$ cat src/rtl/ram_dump_reader_if.sv
// Bundles the RAM read port and the valid/ready output stream of the dump reader.
// The master side is the reader; the slave side is the RAM plus the downstream consumer.
interface ram_dump_reader_if #(
    parameter int ADDR_WIDTH = 7,
    parameter int DATA_WIDTH = 16
);
    logic [ADDR_WIDTH-1:0] ram_address;
    logic                  ram_load;
    logic [DATA_WIDTH-1:0] ram_output;
    logic                  out_valid;
    logic                  out_ready;
    logic [DATA_WIDTH-1:0] out_data;
    logic [ADDR_WIDTH-1:0] out_addr;
    logic                  out_last;

    modport master (
        output ram_address, ram_load,
        input  ram_output,
        output out_valid, out_data, out_addr, out_last,
        input  out_ready
    );

    modport slave (
        input  ram_address, ram_load,
        output ram_output,
        input  out_valid, out_data, out_addr, out_last,
        output out_ready
    );
endinterface

$ cat src/rtl/ram_dump_reader.sv
// Walks a contiguous RAM range and streams each word out tagged with its address.
// Used to dump results or read back a loaded program image.
//
// state  | meaning
// IDLE   | waiting for start
// WAIT   | address driven, counting down the RAM read latency
// HOLD   | word presented on the stream, waiting for out_ready
// DONE   | one-cycle done pulse
module ram_dump_reader #(
    parameter int ADDR_WIDTH   = 7,
    parameter int DATA_WIDTH   = 16,
    parameter int READ_LATENCY = 1
) (
    input  logic                  clock,
    input  logic                  reset,
    input  logic                  start,
    input  logic [ADDR_WIDTH-1:0] base_addr,
    input  logic [ADDR_WIDTH:0]   word_count,
    output logic                  busy,
    output logic                  done,
    ram_dump_reader_if.master     bus
);
    typedef enum logic [1:0] {S_IDLE, S_WAIT, S_HOLD, S_DONE} state_t;

    localparam logic [ADDR_WIDTH:0] FULL_COUNT = {1'b1, {ADDR_WIDTH{1'b0}}};
    localparam logic [2:0]          LAT_LOAD   = 3'(READ_LATENCY);

    state_t                state;
    state_t                state_next;
    logic [ADDR_WIDTH-1:0] ptr;
    logic [ADDR_WIDTH:0]   remaining;
    logic [2:0]            lat;
    logic [DATA_WIDTH-1:0] data_q;
    logic [ADDR_WIDTH-1:0] addr_q;
    logic                  last_q;
    logic [ADDR_WIDTH:0]   count_sat;
    logic                  lat_tc;
    logic                  last_word;

    assign count_sat = (word_count > FULL_COUNT) ? FULL_COUNT : word_count;
    assign lat_tc    = (lat == 3'd1);
    assign last_word = (remaining == (ADDR_WIDTH+1)'(1));

    always_ff @(posedge clock) begin
        if (reset) state <= S_IDLE;
        else       state <= state_next;
    end

    always_comb begin
        state_next = state;
        case (state)
            S_IDLE: begin
                if (start) state_next = (word_count == '0) ? S_DONE : S_WAIT;
            end
            S_WAIT: begin
                if (lat_tc) state_next = S_HOLD;
            end
            S_HOLD: begin
                if (bus.out_ready) state_next = last_word ? S_DONE : S_WAIT;
            end
            S_DONE:  state_next = S_IDLE;
            default: state_next = S_IDLE;
        endcase
    end

    // Datapath: lat is a down-counter; the capture happens on the edge it hits zero.
    always_ff @(posedge clock) begin
        if (reset) begin
            ptr       <= '0;
            remaining <= '0;
            lat       <= '0;
            data_q    <= '0;
            addr_q    <= '0;
            last_q    <= 1'b0;
        end else begin
            case (state)
                S_IDLE: begin
                    if (start && (word_count != '0)) begin
                        ptr       <= base_addr;
                        remaining <= count_sat;
                        lat       <= LAT_LOAD;
                    end
                end
                S_WAIT: begin
                    lat <= lat - 3'd1;
                    if (lat_tc) begin
                        data_q <= bus.ram_output;
                        addr_q <= ptr;
                        last_q <= last_word;
                    end
                end
                S_HOLD: begin
                    if (bus.out_ready && !last_word) begin
                        ptr       <= ptr + ADDR_WIDTH'(1);
                        remaining <= remaining - (ADDR_WIDTH+1)'(1);
                        lat       <= LAT_LOAD;
                    end
                end
                default: begin
                end
            endcase
        end
    end

    assign busy            = (state == S_WAIT) || (state == S_HOLD);
    assign done            = (state == S_DONE);
    assign bus.out_valid   = (state == S_HOLD);
    assign bus.out_data    = data_q;
    assign bus.out_addr    = addr_q;
    assign bus.out_last    = last_q;
    assign bus.ram_address = ptr;
    assign bus.ram_load    = 1'b0;
endmodule

$ cat src/flat_wrapper.sv
// flat-port wrapper written by rule: the top's interface ports become plain ports
module ram_dump_reader_flat 
#(
    parameter int ADDR_WIDTH   = 7,
    parameter int DATA_WIDTH   = 16,
    parameter int READ_LATENCY = 1
)
  (clock, reset, start, base_addr, word_count, busy, done, bus_ram_address, bus_ram_load, bus_ram_output, bus_out_valid, bus_out_data, bus_out_addr, bus_out_last, bus_out_ready);
  ram_dump_reader_if #(.ADDR_WIDTH(ADDR_WIDTH), .DATA_WIDTH(DATA_WIDTH)) bus_i ();
  input  logic clock;
  input  logic reset;
  input  logic start;
  input  logic [ADDR_WIDTH-1:0] base_addr;
  input  logic [ADDR_WIDTH:0] word_count;
  output logic busy;
  output logic done;
  output wire logic [$bits(bus_i.ram_address)-1:0] bus_ram_address;
  output wire logic [$bits(bus_i.ram_load)-1:0] bus_ram_load;
  input wire logic [$bits(bus_i.ram_output)-1:0] bus_ram_output;
  output wire logic [$bits(bus_i.out_valid)-1:0] bus_out_valid;
  output wire logic [$bits(bus_i.out_data)-1:0] bus_out_data;
  output wire logic [$bits(bus_i.out_addr)-1:0] bus_out_addr;
  output wire logic [$bits(bus_i.out_last)-1:0] bus_out_last;
  input wire logic [$bits(bus_i.out_ready)-1:0] bus_out_ready;
  assign bus_ram_address = bus_i.ram_address;
  assign bus_ram_load = bus_i.ram_load;
  assign bus_i.ram_output = bus_ram_output;
  assign bus_out_valid = bus_i.out_valid;
  assign bus_out_data = bus_i.out_data;
  assign bus_out_addr = bus_i.out_addr;
  assign bus_out_last = bus_i.out_last;
  assign bus_i.out_ready = bus_out_ready;
  ram_dump_reader #(.ADDR_WIDTH(ADDR_WIDTH), .DATA_WIDTH(DATA_WIDTH), .READ_LATENCY(READ_LATENCY)) u_core (.clock(clock), .reset(reset), .start(start), .base_addr(base_addr), .word_count(word_count), .busy(busy), .done(done), .bus(bus_i));
endmodule
$ cat config.mk
export PLATFORM = sky130hd
export DESIGN_NAME = ram_dump_reader_flat
export DESIGN_NICKNAME = d
export VERILOG_FILES = /design/src/rtl/ram_dump_reader_if.sv /design/src/rtl/ram_dump_reader.sv /design/src/flat_wrapper.sv
export SDC_FILE = /design/constraint.sdc
export NUM_CORES = 1
export LEC_CHECK = 0
export BUFFER_PORTS_ARGS = -buffer_cell sky130_fd_sc_hd__buf_2
export CORE_MARGIN = 2
export CORE_UTILIZATION = 32
export DETAILED_ROUTE_END_ITERATION = 8
export SLEW_MARGIN = 20
export SYNTH_ARGS = -nofsm -noshare
export SYNTH_HDL_FRONTEND = slang
export SYNTH_SLANG_ARGS = --single-unit
$ cat constraint.sdc
create_clock -name clock -period 4.6 [get_ports clock]
set_input_delay 0.23 -clock clock [delete_from_list [all_inputs] [get_ports clock]]
set_output_delay 0.23 -clock clock [all_outputs]
set_load 0.05 [all_outputs]
### Word-level counts from Yosys, hierarchy flattened

Index checks and enable logic that the tools add are counted.

| word-level totals | value |
|---|---|
| bits in registers | 44 |
| output and inout port bits | 35 |
| logic and storage cells | 50 |

| operators by class | value |
|---|---|
| $add $sub $neg | 3 |
| magnitude comparators | 1 |
| equality and inequality tests | 10 |
| multiplexer cells | 16 |
| reductions and logical operators | 13 |

Operators with widths:

| operator | count |
|---|---|
| $mux 8 | 3 |
| $pmux 8 s2 | 1 |
| $mux 7 | 2 |
| $pmux 7 s2 | 1 |
| $mux 2 | 5 |
| $pmux 3 s3 | 1 |
| $reduce_and 3->1 | 3 |
| $eq 8x1->1 const B | 1 |
| $gt 8x8->1 const B | 1 |
| $logic_not 8->1 | 1 |
| $ne 2x1->1 const B | 4 |
| $pmux 2 s4 | 1 |
| $reduce_bool 8->1 | 1 |
| $sub 8x1->8 const B | 1 |
| $add 7x1->7 const B | 1 |
| $mux 3 | 2 |
| $eq 2x2->1 const B | 2 |
| $eq 3x1->1 const B | 1 |
| $reduce_bool 3->1 | 1 |
| $sub 3x1->3 const B | 1 |
| $eq 2x1->1 const B | 1 |
| $logic_and 1x1->1 | 2 |
| $logic_not 2->1 | 1 |
| $ne 2x2->1 const B | 1 |
| 4 further kinds | 4 |

### Depth between registers and ports, before layout

| logic depth | value |
|---|---|
| word-level depth | 5 |
| gate-level depth with buffers | 8 |
| mapped depth without buffers | 6 |

### Worst setup path after synthesis

No wires, ideal clock.

| timing path | value |
|---|---|
| path type | reg2reg |
| from | reg u_core.state[0] |
| to | reg u_core.remaining[0] |
| arrival time | 2.259 ns |
| required time | 4.505 ns |
| setup slack | 2.246 ns |
| stages on the path, launching flop included | 8 |
| buffers on the path | 1 |
| period minus slack after synthesis | 2.354 ns |
| cell sequence | dfxtp_1 inv_1 ha_1 clkinv_1 a211oi_1 buf_2 o2111ai_1 a221oi_1 |

| on the way | value |
|---|---|
| word-level cells in the longest chain between the ends | 3 |
| elaborated cells on any way between the ends | 7 |

RTL lines:

| item | line | text |
|---|---|---|
| start, declared | ram_dump_reader.sv:28 | `state_t state;` |
| start signal, assigned | ram_dump_reader.sv:46 | `else state <= state_next;` |
| $eq 2x2->1 (*) | n/a |  |
| named net bus_out_valid | flat_wrapper.sv:20 | `output wire logic [$bits(bus_i.out_valid)-1:0] bus_out_valid;` |
| $ne 2x1->1 (no line) or $reduce_bool 2->1 (tied branches) | n/a |  |
| $reduce_and 3->1 (no line) | n/a |  |
| end signal, assigned | ram_dump_reader.sv:80 | `remaining <= count_sat;` |
| end signal, assigned | ram_dump_reader.sv:95 | `remaining <= remaining - (ADDR_WIDTH+1)'(1);` |
| end, declared | ram_dump_reader.sv:31 | `logic [ADDR_WIDTH:0] remaining;` |

The timed path passes the listed nets; every way through them passes the cells marked *.
A chain may end at the register's enable or synchronous reset.

### Worst setup path in the final report

| timing path | value |
|---|---|
| from | reg u_core.state[0] |
| to | reg u_core.ptr[4] (netlist: u_core.bus.ram_address[4]) |

| on the way | value |
|---|---|
| word-level cells in the longest chain between the ends | 3 |
| elaborated cells on any way between the ends | 7 |

RTL lines:

| item | line | text |
|---|---|---|
| $eq 2x2->1 or $logic_not 2->1 (tied branches) | ram_dump_reader.sv:76 | `case (state)` |
| $ne 2x1->1 (no line) or $reduce_bool 2->1 (tied branches) | n/a |  |
| $reduce_and 3->1 (no line) | n/a |  |
| end signal, assigned | ram_dump_reader.sv:79 | `ptr <= base_addr;` |
| end signal, assigned | ram_dump_reader.sv:94 | `ptr <= ptr + ADDR_WIDTH'(1);` |
| end, declared | ram_dump_reader.sv:30 | `logic [ADDR_WIDTH-1:0] ptr;` |

Parallel ways exist; a longest one is shown, timed or not.

==> qor.yml <==
global_route:
  track_usage: 0.158
  grt_start_max_net_pins: 47
  grt-ovfl-total: 0
  grt_first_pass_wirelength_um: 9960
  grt_antenna_before_repair: 0
  first_global_vias: 2047
yosys:
  postSynthCellCount: 294
  syn_area_um2: 2340
  synth_compound_area_frac: 0.236
  yosys.area_share.simple: 0.259
  synthArstFlopShare: 0
  synth.net_count: 339
  synth_top_family_by_area: "simple AND/OR/NAND/NOR gates"
  synthDistinctLibCells: 52
  synth-seq-cells: 44
  synth_fa_ha_area_frac: 0.0535
  synth_seq_area_share: 0.377
  synth_flop_cell: "dfxtp_1"
  synth_mux_area_frac: 0.00856
  synth-xor-area-share: 0
  syn_avg_cell_area_um2: 7.95
  synth_edf_count: 0
  ys_warn_count: 0
power:
  design_power_total_uw: 1860
  comb_power_share: 0.518
  power_frac_seq: 0.312
  p_leak_uw: 0.00117
  vdd_ir_drop_max_v: 0.000205
  sw_frac_of_total: 0.480
  clkPwrFrac: 0.170
  power_switching_uw: 892
  powerDensity_nw_per_um2: 654
  p_int_uw: 967
route:
  drt-pass1-iter-count: 4
  vias: 2345
  dr.first_iter.drc_count: 139
  drcViolationCount: 0
  wire_per_inst_um: 13.9
  viasPerCell: 5.20
  wirelength_um: 6280
  antenna_left: 0
floorplanning:
  initial_core_util: 0.326
  fp.dieW_um: 89.5
  pin_count: 70
  rows: 31
  die_area_um2: 8010
  fp.dieH_um: 89.5
  core_um2: 7180
clocking:
  cts_tree: "done"
  clk-insertion-delay-late_ps: 290
  clockRootBuffer: "clkbuf_8"
  cts_hold_buf: 0
  clock_sinks: 44
  htreeDepth: 2
  numCtsBuffers: 5
  cts_resized: 0
  clkSlewWorstSetupHoldPaths_ps: 90
  cts_buffer_depth: 2
  postCtsSetupRepairBufs: 0
layout:
  area_delta_synth_final_pct: 21.6
  final_nets: 396
  antennaDiodeCount: 0
  fin_area_um2: 2840
  layout-drive-gt1-share: 0.247
setup_path:
  ff2ff_setup_slack_ps: 1540
  start_kind: "flip-flop"
  cp_max_fo: 24
  worst-setup-path-type: "reg2reg"
  arrival_ps: 3260
  end_kind: "flip-flop"
  cp.required_ps: 4790
sta:
  fin_crit_sh: 0.666
  finalClockSkew_ps: 9.14
  rsz0062_at_grt: "no"
  fin_crit_ps: 3060
  worstMarginPinSlew_ps: 914
  finalSetupTns_ps: 0
  setup_viol: 0
  slew_violations: 0
  max_freq_mhz: 326
  hold_viol_final: 0
  maxSlewHeadroom: 0.391
placed_design:
  io_buffers: 68
  place_congestion: 0.833
  hpwl_um: 4420
  place_area_um2: 2720
job:
  maxCapViolations: 0
status:
  run_status: "complete, no violations"
hold_path:
  hold_class: "in2reg"
## layout make-up
cell class | instances | area (µm²)
fill | 744 | 4330
multi-input combinational | 216 | 1310
sequential | 44 | 881
timing repair buffer | 70 | 355
tap | 99 | 124
clock buffer | 6 | 82.6
inverter | 14 | 52.6
clock inverter | 2 | 38.8
## metal layers
metal	global-route usage	up-vias	wire, µm
met2	0.251	83	2760
li1	-	1183	-
met5	0	-	0
met1	0.221	1072	3100
met3	0.0360	7	375
met4	0.0285	0	48
## cell usage after synthesis, types with 2 or more instances
cell       instances  area, µm²
nand3_1            5       25.0
and3_1             3       18.8
or3_1              3       18.8
a31oi_1            4       25.0
mux2i_1            2       20.0
inv_1             13       48.8
nand4_1            5       31.3
dfxtp_1           44        881
nor3b_1            2       15.0
nand3b_1           3       22.5
o2111ai_1          4       35.0
nand2b_1           4       25.0
nor3_1             5       25.0
nand2_1           58        218
o31a_1             3       26.3
buf_2              2       10.0
o31ai_1            2       15.0
a311oi_1           2       17.5
nor4_1             6       37.5
buf_1              2       7.51
nor2_1            12       45.0
nor2b_1            5       31.3
or4_1              3       22.5
a32o_1             5       50.1
a211oi_1           5       37.5
buf_6              2       22.5
o32ai_1            4       35.0
clkbuf_1          13       48.8
ha_1              10        125
o21ai_0            3       15.0
or3b_2             2       17.5
a21oi_1           36        180
o41ai_1            3       26.3
## cells in the final DEF (no fill, tap or decap), types with 2 or more instances in the layout
cell,n
nor2_1,12
or4_1,3
inv_1,13
dfxtp_1,44
o31a_1,3
clkbuf_8,6
ha_1,10
a21oi_1,36
or3b_2,2
a311oi_1,2
o32ai_1,4
nand4_1,5
nand2_1,58
mux2i_1,2
nor4_1,6
or3_1,3
nand3_1,5
a31oi_1,4
o2111ai_1,4
nor2b_1,5
nand3b_1,3
buf_4,2
a32o_1,5
buf_2,68
and3_1,3
nor3b_1,2
a211oi_1,5
o31ai_1,2
nand2b_1,4
o41ai_1,3
nor3_1,5
o21ai_0,3
## worst max-delay path, stage by stage, from the launching register on
cell and delay (ps):
dfxtp_1 340, inv_1 120, ha_1 710, clkinv_1 690, a211oi_1 430, buf_4 250
o2111ai_1 130, a32o_1 290
## power by group through the flow
stage | logic [µW] | clock network [µW] | registers [µW]
2_1_floorplan | 588 | 0 | 747
3_3_place_gp | 955 | 0 | 587
3_5_place_dp | 962 | 0 | 588
4_1_cts | 966 | 326 | 578
5_1_grt | 1060 | 340 | 596
6_report | 963 | 315 | 580
## cell families (layout without fill, tap and decap cells)
kind of cell	count (synthesis)	in the layout
simple gates	122	122
compound gates	81	81
flops	44	44
buf+inv	34	92
fa+ha+maj	10	10
mux	2	2
other cells	1	1
## registers in the layout (all words and copies together) (netlist names)
| register | cells |
|---|---|
| u_core.lat | 3 |
| u_core.remaining | 8 |
| u_core.state | 2 |
| u_core.bus.out_data | 16 |
| u_core.bus.ram_address | 7 |
| u_core.bus.out_addr | 7 |
| u_core.bus.out_last | 1 |
## through the flow
stage                     instances  setup slack [ps]  hold slack, ps   util
after floorplan                 294              2250             366      -
after global placement          443              1690             438  0.379
after detailed placement        443              1650             444  0.379
after CTS                       451              1610             155  0.396
after global routing            451              1270             151  0.396
final                           451              1540             161  0.396
## path summary, 6_finish.rpt
kind / depth (start not counted) / endpoint / from
min reg2reg: 2 / u_core.bus.out_data[11]$_SDFFE_PP0P_ / u_core.bus.out_data[11]$_SDFFE_PP0P_
min: 3 / u_core.bus.out_data[11]$_SDFFE_PP0P_ / bus_ram_output[11]
max: 7 / u_core.bus.ram_address[4]$_SDFFE_PP0P_ / u_core.state[0]$_SDFFE_PP0P_
max reg2reg: 7 / u_core.bus.ram_address[4]$_SDFFE_PP0P_ / u_core.state[0]$_SDFFE_PP0P_
No activity file was read; power rests on OpenSTA's default activity.
